[config.mk]
export PLATFORM = sky130hd
export DESIGN_NAME = micro_sequencer
export DESIGN_NICKNAME = d
export VERILOG_FILES = /design/src/rtl/micro_seq_pkg.sv /design/src/rtl/micro_sequencer_return_stack.sv /design/src/rtl/micro_sequencer.sv
export SDC_FILE = /design/constraint.sdc
export NUM_CORES = 1
export LEC_CHECK = 0
export CAP_MARGIN = 10
export CORE_UTILIZATION = 45
export CTS_CLUSTER_DIAMETER = 50
export DETAILED_ROUTE_END_ITERATION = 7
export PLACE_DENSITY = 0.69
export SYNTH_ARGS = -nofsm -noshare
export SYNTH_HDL_FRONTEND = slang
export SYNTH_HIERARCHICAL = 1
export SYNTH_SLANG_ARGS = --single-unit
[constraint.sdc]
create_clock -name clk -period 6.7 [get_ports clk]
set_input_delay 2.01 -clock clk [delete_from_list [all_inputs] [get_ports clk]]
set_output_delay 2.01 -clock clk [all_outputs]
set_load 0.02 [all_outputs]
[src/rtl/micro_seq_pkg.sv]
// Shared definitions for the micro-sequencer: sequencing opcodes and
// the bit positions of the status flags inside the cond vector.
package micro_seq_pkg;

  typedef enum logic [2:0] {
    OP_CONT  = 3'd0,
    OP_JMP   = 3'd1,
    OP_JCC   = 3'd2,
    OP_JNC   = 3'd3,
    OP_CALL  = 3'd4,
    OP_RET   = 3'd5,
    OP_LDCNT = 3'd6,
    OP_DJNZ  = 3'd7
  } seqOp_t;

  localparam int COND_Z = 0;
  localparam int COND_C = 1;
  localparam int COND_N = 2;
  localparam int COND_V = 3;

endpackage

[src/rtl/micro_sequencer_return_stack.sv]
// Return-address LIFO for subroutine call/return. Storage is registered,
// the top-of-stack value is read combinationally so a return can use it
// in the same cycle it is decoded. Push into a full stack and pop from an
// empty stack are ignored here; the caller flags those as errors.
module return_stack #(
  parameter int ANCHO = 8,
  parameter int DEPTH = 4
) (
  input  logic                     clk,
  input  logic                     rst,
  input  logic                     i_push,
  input  logic [ANCHO-1:0]         i_pushData,
  input  logic                     i_pop,
  output logic [ANCHO-1:0]         o_top,
  output logic [$clog2(DEPTH):0]   o_count,
  output logic                     o_full,
  output logic                     o_empty
);

  localparam int AW = $clog2(DEPTH);

  logic [ANCHO-1:0] r_mem [DEPTH];
  logic [AW:0]      r_count;
  logic [AW-1:0]    w_wrIdx;
  logic [AW-1:0]    w_rdIdx;
  logic             w_doPush;
  logic             w_doPop;

  assign w_wrIdx  = r_count[AW-1:0];
  assign w_rdIdx  = w_wrIdx - AW'(1);
  assign o_full   = (r_count == (AW+1)'(DEPTH));
  assign o_empty  = (r_count == '0);
  assign w_doPush = i_push && !o_full;
  assign w_doPop  = i_pop && !o_empty;
  assign o_top    = r_mem[w_rdIdx];
  assign o_count  = r_count;

  // Entry storage; contents are don't-care after reset so no reset here.
  always_ff @(posedge clk) begin
    if (rst && w_doPush) begin
      r_mem[w_wrIdx] <= i_pushData;
    end
  end

  // Occupancy counter: grows on push, shrinks on pop, cleared by reset.
  always_ff @(posedge clk) begin
    if (!rst) begin
      r_count <= '0;
    end else if (w_doPush) begin
      r_count <= r_count + (AW+1)'(1);
    end else if (w_doPop) begin
      r_count <= r_count - (AW+1)'(1);
    end
  end

endmodule

[src/rtl/micro_sequencer.sv]
// Next-address decision unit for the microprogram counter. Decodes the
// sequencing opcode every cycle and tells the counter whether to increment
// or to load a new address. Owns the hardware loop counter and the sticky
// stack error flag; the return addresses live in return_stack.
module micro_sequencer
  import micro_seq_pkg::*;
#(
  parameter int ANCHO = 8,
  parameter int DEPTH = 4,
  parameter int LCW   = 8
) (
  input  logic                   clk,
  input  logic                   rst,
  input  logic                   ready,
  input  logic [2:0]             op,
  input  logic [1:0]             cond_sel,
  input  logic [3:0]             cond,
  input  logic [ANCHO-1:0]       branch_addr,
  input  logic [ANCHO-1:0]       cuenta,
  output logic                   ld_c,
  output logic [ANCHO-1:0]       load_addr,
  output logic [$clog2(DEPTH):0] sp,
  output logic                   err
);

  logic [LCW-1:0]   r_loopCount;
  logic             r_err;
  logic [LCW-1:0]   w_loopMinus;
  logic             w_condBit;
  logic [ANCHO-1:0] w_retAddr;
  logic [ANCHO-1:0] w_top;
  logic             w_full;
  logic             w_empty;
  logic             w_push;
  logic             w_pop;
  logic             w_errSet;
  logic             w_lcLoad;
  logic             w_lcDec;

  assign w_condBit   = cond[cond_sel];
  assign w_retAddr   = cuenta + ANCHO'(1);
  assign w_loopMinus = r_loopCount - LCW'(1);
  assign err         = r_err;

  return_stack #(
    .ANCHO(ANCHO),
    .DEPTH(DEPTH)
  ) uStack (
    .clk        (clk),
    .rst        (rst),
    .i_push     (w_push),
    .i_pushData (w_retAddr),
    .i_pop      (w_pop),
    .o_top      (w_top),
    .o_count    (sp),
    .o_full     (w_full),
    .o_empty    (w_empty)
  );

  // Opcode decode: counter control plus the state-update strobes.
  always_comb begin
    ld_c      = 1'b0;
    load_addr = '0;
    w_push    = 1'b0;
    w_pop     = 1'b0;
    w_errSet  = 1'b0;
    w_lcLoad  = 1'b0;
    w_lcDec   = 1'b0;
    if (rst) begin
      if (!ready) begin
        ld_c      = 1'b1;
        load_addr = cuenta;
      end else begin
        case (seqOp_t'(op))
          OP_CONT: begin
            ld_c = 1'b0;
          end
          OP_JMP: begin
            ld_c      = 1'b1;
            load_addr = branch_addr;
          end
          OP_JCC: begin
            if (w_condBit) begin
              ld_c      = 1'b1;
              load_addr = branch_addr;
            end
          end
          OP_JNC: begin
            if (!w_condBit) begin
              ld_c      = 1'b1;
              load_addr = branch_addr;
            end
          end
          OP_CALL: begin
            if (w_full) begin
              w_errSet = 1'b1;
            end else begin
              w_push    = 1'b1;
              ld_c      = 1'b1;
              load_addr = branch_addr;
            end
          end
          OP_RET: begin
            ld_c = 1'b1;
            if (w_empty) begin
              w_errSet = 1'b1;
            end else begin
              w_pop     = 1'b1;
              load_addr = w_top;
            end
          end
          OP_LDCNT: begin
            w_lcLoad = 1'b1;
          end
          OP_DJNZ: begin
            if (r_loopCount != '0) begin
              w_lcDec = 1'b1;
              if (w_loopMinus != '0) begin
                ld_c      = 1'b1;
                load_addr = branch_addr;
              end
            end
          end
          default: begin
            ld_c = 1'b0;
          end
        endcase
      end
    end
  end

  // Loop counter and sticky error flag; only reset clears the flag.
  always_ff @(posedge clk) begin
    if (!rst) begin
      r_loopCount <= '0;
      r_err       <= 1'b0;
    end else begin
      if (w_errSet) begin
        r_err <= 1'b1;
      end
      if (w_lcLoad) begin
        r_loopCount <= branch_addr[LCW-1:0];
      end else if (w_lcDec) begin
        r_loopCount <= w_loopMinus;
      end
    end
  end

endmodule

Word level (Yosys, flattened, before mapping)
Memory sizes are Yosys's and may differ from the RTL's.
Cells that the tools add are included.
- order comparisons: 1
- $add $sub $neg: 5
- multiplexer cells: 44
- reduce and logical (&&, ||, !) cells: 11
- eq/ne operators: 8
- operators by type and width (cell ; number):
    8-bit two-way mux ; 10
    8-bit one-hot mux with 6 select lines ; 1
    1-bit two-way mux ; 28
    8-bit nonzero test ; 2
    3-bit == test, second input constant ; 5
    8-bit by 1-bit adder with 8-bit output, second input constant ; 1
    8-bit by 1-bit subtractor with 8-bit output, second input constant ; 1
    3-bit by 2-bit == test with 1-bit output, second input constant ; 2
    3-bit two-way mux ; 2
    1-bit one-hot mux with 5 select lines ; 1
    2-bit nonzero test ; 2
    3-bit by 1-bit adder with 3-bit output, second input constant ; 1
    3-bit by 1-bit == test with 1-bit output, second input constant ; 1
    1-bit logical AND ; 3
    3-bit zero test ; 1
    2-bit by 3-bit less-than comparator with 1-bit output, second input constant ; 1
    3-bit by 1-bit subtractor with 3-bit output, second input constant ; 1
    1-bit binary-select mux with 2-bit select ; 1
    1-bit zero test ; 2
    1-bit one-hot mux with 2 select lines ; 1
    2-bit OR reduction ; 1
    2-bit by 1-bit subtractor with 2-bit output, second input constant ; 1
- output and inout bits: 13
- register bits after elaboration: 12
- logic and storage cells: 73
- memory bits (writable): 32
- input bits: 28
- memories: 1
- memory list (name ; depth ; bits a word ; rd ports ; clocked after memory_dff ; write ports ; line ; text):
    uStack.r_mem ; 4 ; 8 ; 1 ; 0 ; 1 ; micro_sequencer_return_stack.sv:22 ; logic [ANCHO-1:0] r_mem [DEPTH];

Longest topological paths before layout
- depth after elaboration: 9
- depth in mapped cells: 12
- gate-level depth less buffers: 11

By module
Netlist, hierarchy kept.
- modules (own cells, without submodules) (module ; sequential area each (µm²) ; area an instance (µm²) ; times used ; cells each):
    return_stack ; 1021.0 ; 1453.9 ; 1 ; 75
    micro_sequencer ; 180.2 ; 1064.8 ; 1 ; 141

Worst setup path before layout
No wires, ideal clock.
- kind: input -> output
- from: input op[0]
- to: output load_addr[0]
- cell stages on the path: 5
- path buffers: 0
- slack: 1151 ps
- data required time: 4690 ps
- data arrival time: 3539 ps
- cell sequence: or4b_2 > nand4_1 > o22ai_1 > nor4b_4 > o21ai_0
- cells in the longest elaborated chain, start to end: 4
- elaborated cells between the ends (all ways): 9
- those cells by class: eq/ne (6); mux (3)
- ends and longest elaborated chain (what ; line ; text):
    start, declared ; micro_sequencer.sv:15 ; input logic [2:0] op,
    3-bit == test (tied with other cells) ; micro_sequencer.sv:74 ; case (seqOp_t'(op))
    8-bit one-hot mux with 6 select lines (*) ; micro_sequencer.sv:74 ;
    8-bit two-way mux (*) ; micro_sequencer.sv:70 ; if (!ready) begin
    8-bit two-way mux (*) ; micro_sequencer.sv:69 ; if (rst) begin
    end, declared ; micro_sequencer.sv:21 ; output logic [ANCHO-1:0] load_addr,
Mark *: on every way between the ends. The rest lies on a longest branch, timed or not.

Worst setup path in the final report
- from: input op[0]
- to: output load_addr[3]
Same word-level chain as after synthesis.

==> metrics <==
total power ~0.58 mW; worst slew pin tran between 0.8 and 0.9 ns; switching power roughly 0.13 mW; switching fraction of total power 0.224; post-cts sizing count 0; power density cells 183 nW/um^2; Synth Area per Inst between 10 and 15 sq um; Placed Instances 329; Top Ports between 40 and 50; Post-Route WL about 5.6 mm; f_max 0.154 GHz; global-route total usage across every layer 0.198; Leakage Power between 1 and 1.5 nW; VDD IR-drop max approximately 0.15 mV; Post-synth EDFFs 32; sequential area share after synthesis 0.477; Root Driver clkbuf_8; Hold Crit Class reg -> reg; Clock Tree Buf Depth 2; Startpoint Class input pin; drt first pass iters 5; site row count 26; Worst EP required 4.69 ns; CTS H-tree lvls 2; number of vias per cell between 5 and 6; max-slew violations 0; worst clock skew ~0.0041 ns; met2 Usage GRT 0.341; final hold vios 0; Seq pwr share 0.516; antenna-violating nets left 0; Synth warnings 6; die area 5900 sq um; initial antenna violation count 0; Critical Path End Type output port; Worst Path Max Fanout 6; GR Util met3 0.0464; largest net degree at the start of global routing 14; fin util 0.602; Nets between 300 and 400; syn nets around 250; synthesis-stage register bit count 44; CTS tree built; drt first-iter violations 87; crit share post-route 0.969; grt ovf 0; TNS Setup 0 ns; fin crit period about 6.5 ns; Cell Area, Synth approximately 2500 sq um; post-DR wirelength/cell 16.6 um; layout overhead on the synthesized area 25.1%; Slew HR 0.435; Synth area leader edfxtp_1; top cells by area, synth edfxtp_1 38%, dfxtp_1 9.5%, mux4_2 8.0%; CTS Hold Bufs 0; clock sinks 44; M1 GR Usage 0.241; post-route DRC violation count 0; busiest grt layer met2; Synth Instances 216; via count between 1,500 and 2,000; ant diodes 0; first-pass GRT wire length just under 9 mm; Final setup violation count 0; Worst-Skew Late Latency 0.29 ns; Cell Int Power about 0.45 mW; Die H a little under 80 um; async set-or-reset flop fraction in the synthesized netlist 0; Detailed Place HPWL about 4.2 mm; clock transition at the registers of the reported paths 0.08 ns; RSZ-0062 raised after global routing false; Non-Filler Instances about 340; Critical Path AT between 4 and 5 ns; die width 76.8 um; Port Buffers 40; crit path kind in -> out; area of the core 5240 sq um; RD Place Congestion between 0.8 and 0.9; outcome complete, no violations; Clock Power Share 0.344; top cell type's share of synthesized area 0.382; post-CTS setup buffers 0; max-cap viol count 0; Num CTS Buffers 5; number of global-route vias before repair 1,760; Netlist cell types 56; Top FF cell, synth edfxtp_1; fraction of layout cells with a size suffix above 1 0.135; combinational share of power 0.140; Starting Density 0.481
[sequential cells by signal (all words and copies together), names as in the netlist]
name            count
err                 1
uStack/o_count      3
r_loopCount         8
uStack/r_mem       32
[final timing paths]
| check | to | from | slack [ns] | cells past startpoint |
|---|---|---|---|---|
| setup / recovery | load_addr[3] | op[0] | 0.21 | 8 |
| hold / removal | err | err | 0.48 | 1 |
| setup reg to reg | uStack/o_count[2] | uStack/o_count[1] | 3.23 | 11 |
| hold reg to reg | err | err | 0.48 | 1 |
[cells by family after synthesis]
logic type,count (synthesis),share of synthesized area
fa+ha+maj,9,0.0477
xor+xnor,9,0.0313
compound gates,54,0.150
flops,44,0.477
buf+inv,17,0.0293
mux,12,0.0929
simple gates,71,0.172
[area by class of cell]
type	count	area [sq um]
fillers	433	2090
well taps	70	87.6
flip-flops and latches	44	1200
inverters	10	37.5
repair buffers	50	475
multi-input cells	155	1240
clock buffers	7	76.3
clock inverters	1	30.0
[cell usage after synthesis, types with 2 or more instances]
| master | count |
|---|---|
| o21ai_0 | 14 |
| nand2b_1 | 4 |
| a211oi_1 | 2 |
| a211o_1 | 3 |
| and2_1 | 2 |
| nand2_1 | 9 |
| a22oi_1 | 8 |
| xor2_1 | 2 |
| mux4_2 | 9 |
| nand4_1 | 2 |
| a311oi_1 | 4 |
| clkbuf_1 | 3 |
| xnor2_1 | 7 |
| buf_2 | 2 |
| dfxtp_1 | 12 |
| inv_1 | 9 |
| nor2_1 | 11 |
| nor3b_1 | 3 |
| nand3b_1 | 2 |
| and3_1 | 6 |
| ha_1 | 8 |
| a21oi_1 | 7 |
| nor3_2 | 2 |
| nor4_1 | 2 |
| and4_1 | 2 |
| nor2b_1 | 3 |
| nand3_1 | 14 |
| mux2i_1 | 2 |
| o21ai_1 | 3 |
| a21boi_0 | 2 |
| edfxtp_1 | 32 |
[through the flow]
| stage | instance area, sq um | hold WS (ns) | setup WS [ns] |
|---|---|---|---|
| 2_1_floorplan | 2520 | 0.491 | 1.15 |
| 3_3_place_gp | 3050 | 0.452 | 0.239 |
| 3_5_place_dp | 3050 | 0.464 | 0.207 |
| 4_1_cts | 3150 | 0.483 | 0.201 |
| 5_1_grt | 3150 | 0.500 | 0.0255 |
| 6_report | 3150 | 0.477 | 0.209 |
[layout by cell type (no fill, tap or decap), drive strengths merged, types with 9 or more instances in the layout]
cell type / count
clkdlybuf4s50: 40
edfxtp: 32
o21ai: 17
nand3: 14
dfxtp: 12
nor2: 11
buf: 10
inv: 10
nand2: 9
mux4: 9
[critical path, stage by stage]
cell and delay (ns):
clkdlybuf4s50_1 0.41, or4b_2 0.70, nand4_1 0.12, o22ai_1 0.09, nor4b_4 0.16, buf_4 0.17
o21ai_0 0.18, clkdlybuf4s50_1 0.63
[power groups by stage]
stage               sequential [mW]  combinational [mW]  clock, mW
floorplan                     0.303              0.0392          0
global placement              0.303              0.0799          0
detailed placement            0.303              0.0799          0
CTS                           0.297              0.0804      0.205
global route                  0.298              0.0877      0.214
finish                        0.297              0.0805      0.198
[per-layer routing]
layer | vias to the layer above | share of wire | wire length (um)
met1 | 956 | 0.40 | 2270
met4 | 0 | 0.021 | 119
met5 | - | 0 | 0
met3 | 12 | 0.065 | 362
met2 | 68 | 0.51 | 2850
li1 | 941 | - | -
(Power assumes the default switching activity.)
